**src/rtl/pipeline_exe_muldiv.sv**
```systemverilog
// Iterative RV32M multiply/divide unit for the EXE stage.
// Performs a shift-add multiply or a restoring divide at one bit per cycle and holds the EXE stage while it runs.
module pipeline_exe_muldiv #(
    parameter int XLEN = 32
) (
    input  logic            clk,
    input  logic            resetn,
    input  logic            start_e_i,
    input  logic [2:0]      muldiv_op_e_i,
    input  logic [XLEN-1:0] rs1_e_i,
    input  logic [XLEN-1:0] rs2_e_i,
    input  logic            trap_flush_t_i,
    output logic            busy_e_o,
    output logic            done_e_o,
    output logic [XLEN-1:0] result_e_o
);

    typedef enum logic [1:0] {IDLE, CALC, DONE} state_t;

    state_t      state_reg, state_next;
    logic [5:0]  cnt_reg, cnt_next;
    logic [63:0] acc_reg, acc_next;
    logic [31:0] opnd_reg, opnd_next;
    logic [2:0]  op_reg, op_next;
    logic        sa_reg, sa_next, sb_reg, sb_next;
    logic [31:0] result_reg, result_next;

    // Operand decode for the incoming instruction
    logic        a_neg, b_neg, div_zero, div_ovf;
    logic [31:0] abs_a, abs_b, special_res;

    always_comb begin
        a_neg    = rs1_e_i[31] & ((muldiv_op_e_i == 3'b001) | (muldiv_op_e_i == 3'b010) |
                                  (muldiv_op_e_i == 3'b100) | (muldiv_op_e_i == 3'b110));
        b_neg    = rs2_e_i[31] & ((muldiv_op_e_i == 3'b001) | (muldiv_op_e_i == 3'b100) |
                                  (muldiv_op_e_i == 3'b110));
        abs_a    = a_neg ? -rs1_e_i : rs1_e_i;
        abs_b    = b_neg ? -rs2_e_i : rs2_e_i;
        div_zero = (rs2_e_i == 32'd0);
        div_ovf  = !muldiv_op_e_i[0] && (rs1_e_i == 32'h8000_0000) && (rs2_e_i == 32'hFFFF_FFFF);
        if (div_zero)
            special_res = muldiv_op_e_i[1] ? rs1_e_i : 32'hFFFF_FFFF;
        else
            special_res = muldiv_op_e_i[1] ? 32'd0 : 32'h8000_0000;
    end

    // One iteration: multiply keeps {hi, multiplier} and shifts right; divide keeps {rem, quotient} and shifts left
    logic [32:0] mul_sum, div_diff;
    logic [63:0] step_mul, step_div, step, prod;
    logic [31:0] quo, rem, final_res;

    always_comb begin
        mul_sum  = {1'b0, acc_reg[63:32]} + (acc_reg[0] ? {1'b0, opnd_reg} : 33'd0);
        step_mul = {mul_sum, acc_reg[31:1]};
        div_diff = acc_reg[63:31] - {1'b0, opnd_reg};
        step_div = div_diff[32] ? {acc_reg[62:0], 1'b0} : {div_diff[31:0], acc_reg[30:0], 1'b1};
        step     = op_reg[2] ? step_div : step_mul;

        prod = (sa_reg ^ sb_reg) ? -step : step;
        quo  = (sa_reg ^ sb_reg) ? -step[31:0] : step[31:0];
        rem  = sa_reg ? -step[63:32] : step[63:32];
        case (op_reg)
            3'b000:                 final_res = prod[31:0];
            3'b001, 3'b010, 3'b011: final_res = prod[63:32];
            3'b100, 3'b101:         final_res = quo;
            default:                final_res = rem;
        endcase
    end

    always_comb begin
        state_next  = state_reg;
        cnt_next    = cnt_reg;
        acc_next    = acc_reg;
        opnd_next   = opnd_reg;
        op_next     = op_reg;
        sa_next     = sa_reg;
        sb_next     = sb_reg;
        result_next = result_reg;
        case (state_reg)
            IDLE: begin
                if (start_e_i) begin
                    op_next = muldiv_op_e_i;
                    sa_next = a_neg;
                    sb_next = b_neg;
                    if (muldiv_op_e_i[2] && (div_zero || div_ovf)) begin
                        result_next = special_res;
                        state_next  = DONE;
                    end else begin
                        cnt_next   = 6'd32;
                        opnd_next  = muldiv_op_e_i[2] ? abs_b : abs_a;
                        acc_next   = {32'd0, muldiv_op_e_i[2] ? abs_a : abs_b};
                        state_next = CALC;
                    end
                end
            end
            CALC: begin
                acc_next = step;
                cnt_next = cnt_reg - 6'd1;
                if (cnt_reg == 6'd1) begin
                    result_next = final_res;
                    state_next  = DONE;
                end
            end
            default: state_next = IDLE;
        endcase
        // Flush kills the instruction outright, including a completion in this very cycle
        if (trap_flush_t_i) begin
            state_next  = IDLE;
            result_next = result_reg;
        end
    end

    always_ff @(posedge clk or negedge resetn) begin
        if (!resetn) begin
            state_reg  <= IDLE;
            cnt_reg    <= 6'd0;
            acc_reg    <= 64'd0;
            opnd_reg   <= 32'd0;
            op_reg     <= 3'd0;
            sa_reg     <= 1'b0;
            sb_reg     <= 1'b0;
            result_reg <= 32'd0;
        end else begin
            state_reg  <= state_next;
            cnt_reg    <= cnt_next;
            acc_reg    <= acc_next;
            opnd_reg   <= opnd_next;
            op_reg     <= op_next;
            sa_reg     <= sa_next;
            sb_reg     <= sb_next;
            result_reg <= result_next;
        end
    end

    assign busy_e_o   = ((state_reg == IDLE) && start_e_i) || (state_reg == CALC);
    assign done_e_o   = (state_reg == DONE) && !trap_flush_t_i;
    assign result_e_o = result_reg;

endmodule

```
**config.mk**
```make
export PLATFORM = sky130hd
export DESIGN_NAME = pipeline_exe_muldiv
export DESIGN_NICKNAME = d
export VERILOG_FILES = /design/src/rtl/pipeline_exe_muldiv.sv
export SDC_FILE = /design/constraint.sdc
export NUM_CORES = 1
export LEC_CHECK = 0
export ABC_AREA = 1
export CAP_MARGIN = 10
export CORE_UTILIZATION = 30
export DETAILED_ROUTE_END_ITERATION = 8
export PLACE_DENSITY_LB_ADDON = 0.15
export SLEW_MARGIN = 30
export SYNTH_ARGS = -nofsm -noshare
export SYNTH_HDL_FRONTEND = slang
export SYNTH_SLANG_ARGS = --single-unit
export TNS_END_PERCENT = 1
```
**constraint.sdc**
```tcl
create_clock -name clk -period 8.28 [get_ports clk]
set_input_delay 2.484 -clock clk [delete_from_list [all_inputs] [get_ports clk]]
set_output_delay 2.484 -clock clk [all_outputs]
set_load 0.01 [all_outputs]
```
# --- Yosys cells after proc, flatten, opt, wreduce, memory -nomap -nowiden ---
# Index checks and enable logic that the tools add are counted.
totals:
  reg_bits: 141
  inputBits: 71
  wordCells: 95
op_classes:
  reduce_logical: 20
  bitwise: 10
  add_sub_neg: 8
  mux: 29
  eq_ne: 20
op_table:
  columns: ["operator", "count"]
  rows:
  - ["32-bit 2-to-1 mux", 13]
  - ["64-bit 2-to-1 mux", 5]
  - ["32-bit negation", 4]
  - ["64-bit case mux with 2 select lines", 1]
  - ["32-bit case mux with 3 select lines", 1]
  - ["32-bit == test, second input constant", 2]
  - ["64-bit negation", 1]
  - ["32-bit case mux with 2 select lines", 1]
  - ["32-bit by 32-bit adder with 33-bit output", 1]
  - ["33-bit by 32-bit subtractor with 33-bit output", 1]
  - ["32-bit logical NOT", 1]
  - ["3-bit == test, second input constant", 4]
  - ["6-bit 2-to-1 mux", 2]
  - ["6-bit case mux with 2 select lines", 1]
  - ["3-bit by 2-bit == test with 1-bit output, second input constant", 3]
  - ["2-bit 2-to-1 mux", 4]
  - ["2-bit != test, second input constant", 4]
  - ["3-bit by 1-bit == test with 1-bit output, second input constant", 2]
  - ["6-bit by 1-bit == test with 1-bit output, second input constant", 1]
  - ["3-bit != test, second input constant", 2]
  - ["3-bit AND reduction", 2]
  - ["6-bit by 1-bit subtractor with 6-bit output, second input constant", 1]
  - ["1-bit logical AND", 5]
  - ["1-bit bitwise OR", 5]
  - ["15 further kinds", 20]

# --- Depth between registers and ports, before layout ---
logic_depth:
  ltp_word: 10
  ltp_mapped: 37
  depth_no_buf: 36

# --- Least setup slack after synthesis ---
# OpenSTA, ideal clock, no wires.
synth_path:
  path_kind: "input port to output port"
  startpoint: "in start_e_i"
  endpoint: "out busy_e_o"
  path_stages: 4
  n_path_buf: 0
  required_ns: 5.796
  arrival_time_ns: 3.028
  slack_ns: 2.768
  path_cell_list: "inv_1 > nor2_1 > inv_1 > nand2_1"
synth_between:
  elab_chain_cells: 2
synth_lines:
  columns: ["item", "line", "rtl"]
  rows:
  - ["start: declaration", "8", "input logic start_e_i,"]
  - ["1-bit logical AND", "135", "assign busy_e_o = ((state_reg == IDLE) && start_e_i) || (state_reg == CALC);"]
  - ["1-bit logical OR", "135", null]
  - ["end: declaration", "13", "output logic busy_e_o,"]
# No other way between the ends.

# --- Final worst setup path ---
# Ends and elaborated chain as after synthesis.

==> impl_metrics.tcl <==
set metrics [dict create \
    outcome "complete, no violations" \
    power_density_nw_per_um2 508.9 \
    area_delta_synth_final_pct 12.77 \
    crit_path_start "start_e_i" \
    clkTransAtPathRegs_ns 0.07 \
    ys_types 56 \
    power_leakage_nw 10.12 \
    yosysMostFrequentCell "nand2_1" \
    finalMaxSlewViolations 0 \
    cts_buffers 17 \
    clk_latency_ns 0.48 \
    crit_family "buffers and inverters" \
    required_ns 5.80 \
    place_hpwl_um 75680 \
    start_kind "input pin" \
    min_path_type "reg -> reg" \
    grt_overflow 0 \
    first_pass_iters 6 \
    vias 21230 \
    drive_above_1_share_pct 5.132 \
    remaining_drc_errors 0 \
    syn-num-nets 3273 \
    antenna_found_initial 1 \
    synth_largest_area_cell "dfrtp_1" \
    fin_worst_skew_ns 0.01625 \
    numClockSinks 141 \
    irDropWorstVdd_v 0.0001871 \
    cts_hold_buf 0 \
    min_path_cells 1 \
    r2r_start "acc_reg[31]" \
    cp_max_fo 7 \
    cts_tree "done" \
    cp-end-kind "primary output" \
    synthDominantCellAreaShare_pct 19.64 \
    fin_hold_ws_ns 0.5002 \
    grt_max_degree 87 \
    htreeDepth 4 \
    gp_congestion 1.048 \
    max_stage_delay_ns 0.55 \
    io_buffers 104 \
    rrSetupSlack_ns 2.29 \
    hold_violations 0 \
    arrival_ns 4.23 \
    start_util_pct 30.38 \
    final.fill_count 6693 \
    min-delay-start "cnt_reg[5]" \
    max_slew_margin_pct 35.47 \
    setup-tns-final_ns 0 \
    setup_violations 0 \
    synth_common_cells "915 x nand2_1, 446 x inv_1, 361 x nor2_1" \
    grt_usage_pct 30.12 \
    cts-root-buf "clkbuf_16" \
    cpMaxStageDelayCell "clkdlybuf4s50_1" \
    synth_area_sq_um 17960 \
    seq_area_sq_um 3532 \
    clockBufferDepth 2 \
    grt_pass1_wl_um 133100 \
    largest_reg_flops 64 \
    synth-edff-count 0 \
    synthCells 3129 \
    viasPerCell 5.376 \
    wire_per_inst_um 23.12 \
    insertedDiodeCount 0 \
    syn_avg_cell_area_sq_um 5.741 \
    fp.dieW_um 246.7 \
    ys_async_sr_fraction_pct 100.0 \
    ant_nets 0 \
    worstMarginPinSlew_ns 0.9679 \
    dieArea_sq_um 60860 \
    die_height_um 246.7 \
    rsz0062_at_grt "false" \
    ys_seq_elements 141 \
    grt_pass1_vias 19910 \
    hold_path_end "cnt_reg[5]" \
    multi_input_area_sq_um 12230 \
    rows 89 \
    period_needed_ns 6.715 \
    seq_area_frac_synth_pct 19.64 \
    r2r-end "result_e_o[8]" \
    pin_count 105 \
    post_cts_resized 0 \
    post-cts-setup-buffers 0 \
    synthTopCellsByArea "dfrtp_1 20%, nand2_1 19%, inv_1 9.3%" \
    post-route-period-util_pct 81.10 \
    synthFlopType "dfrtp_1" \
    drt_iter0_drc 2161 \
    core_area_sq_um 59130 \
    path_cells "clkdlybuf4s50_1, inv_1, nor2_1, inv_1, nand2_1, clkdlybuf4s50_1" \
    yosys_warnings 0 \
    critPathBufInv 4 \
    drv_cap 0 \
    clock.fmax_mhz 148.9 \
    reg2reg_depth 33 \
    routed_wirelength_um 91280 \
    nets 3307 \
    crit_type "in -> out" \
]
-- layer usage --
metal  track usage (%)  share of wire, %
met4             14.63               5.3
met2             48.84                45
met3             3.386               6.0
met5                 0                 0
met1             39.58                43
-- layout make-up --
type / instances / area share (%)
clock inverter: 15 / 0.9697
tap: 773 / 4.775
multi-input combinational: 2420 / 60.35
inverter: 459 / 8.505
timing repair buffer: 124 / 5.862
sequential: 141 / 17.44
clock buffer: 17 / 2.100
-- worst max path at each step --
stage                     cells after the start        to
final                                         6  busy_e_o
after global routing                          6  busy_e_o
after CTS                                     6  busy_e_o
after detailed placement                      6  busy_e_o
after global placement                        6  busy_e_o
after floorplan                               4  busy_e_o
-- cells by family after synthesis --
family	Yosys count	synth area share [%]
AOI/OAI and AO/OA	547	17.82
xor gates and xnor gates	97	4.730
adders and majority gates	73	5.169
buffers and inverters	568	12.36
DFF	141	19.64
and+or+nand+nor	1703	40.28
-- power breakdown --
part	leakage [nW]	switching, mW	total (mW)	internal, mW
combinational	8.08	5.88	8.14	2.26
sequential	1.75	0.340	1.36	1.02
clock	0.300	0.404	0.815	0.411
-- cells in the final DEF (no fill, tap or decap), types with 7 or more instances in the layout --
cell type / n
a21o_1: 7
a21oi_1: 165
a22oi_1: 8
a31oi_1: 12
buf_4: 20
clkbuf_16: 17
clkdlybuf4s50_1: 102
clkinv_8: 7
dfrtp_1: 140
ha_1: 71
inv_1: 444
inv_2: 12
nand2_1: 915
nand2_2: 31
nand2_4: 8
nand3_1: 224
nand3b_1: 16
nand4_1: 48
nor2_1: 358
nor2_2: 13
nor3_1: 42
nor4_1: 13
o2111ai_1: 8
o211ai_1: 26
o21a_1: 12
o21ai_0: 200
o21ai_1: 13
o21ai_2: 8
o21bai_1: 12
o221ai_1: 21
o22ai_1: 31
or2_2: 18
xnor2_1: 16
xor2_1: 81
-- metrics by stage --
| stage | power [mW] | worst slack [ns] | cell area, sq um | utilization (%) | instances |
|---|---|---|---|---|---|
| 2_1_floorplan | 6.431 | 2.768 | 17960 | - | 3129 |
| 4_1_cts | 10.18 | 1.582 | 20250 | 34.25 | 3949 |
| 6_report | 10.31 | 1.565 | 20260 | 34.26 | 3949 |
| 3_5_place_dp | 9.332 | 1.592 | 19630 | 33.20 | 3917 |
| 3_3_place_gp | 9.323 | 1.573 | 19630 | 33.20 | 3917 |
| 5_1_grt | 11.11 | 1.461 | 20260 | 34.26 | 3949 |
No activity file was read; power rests on OpenSTA's default activity.
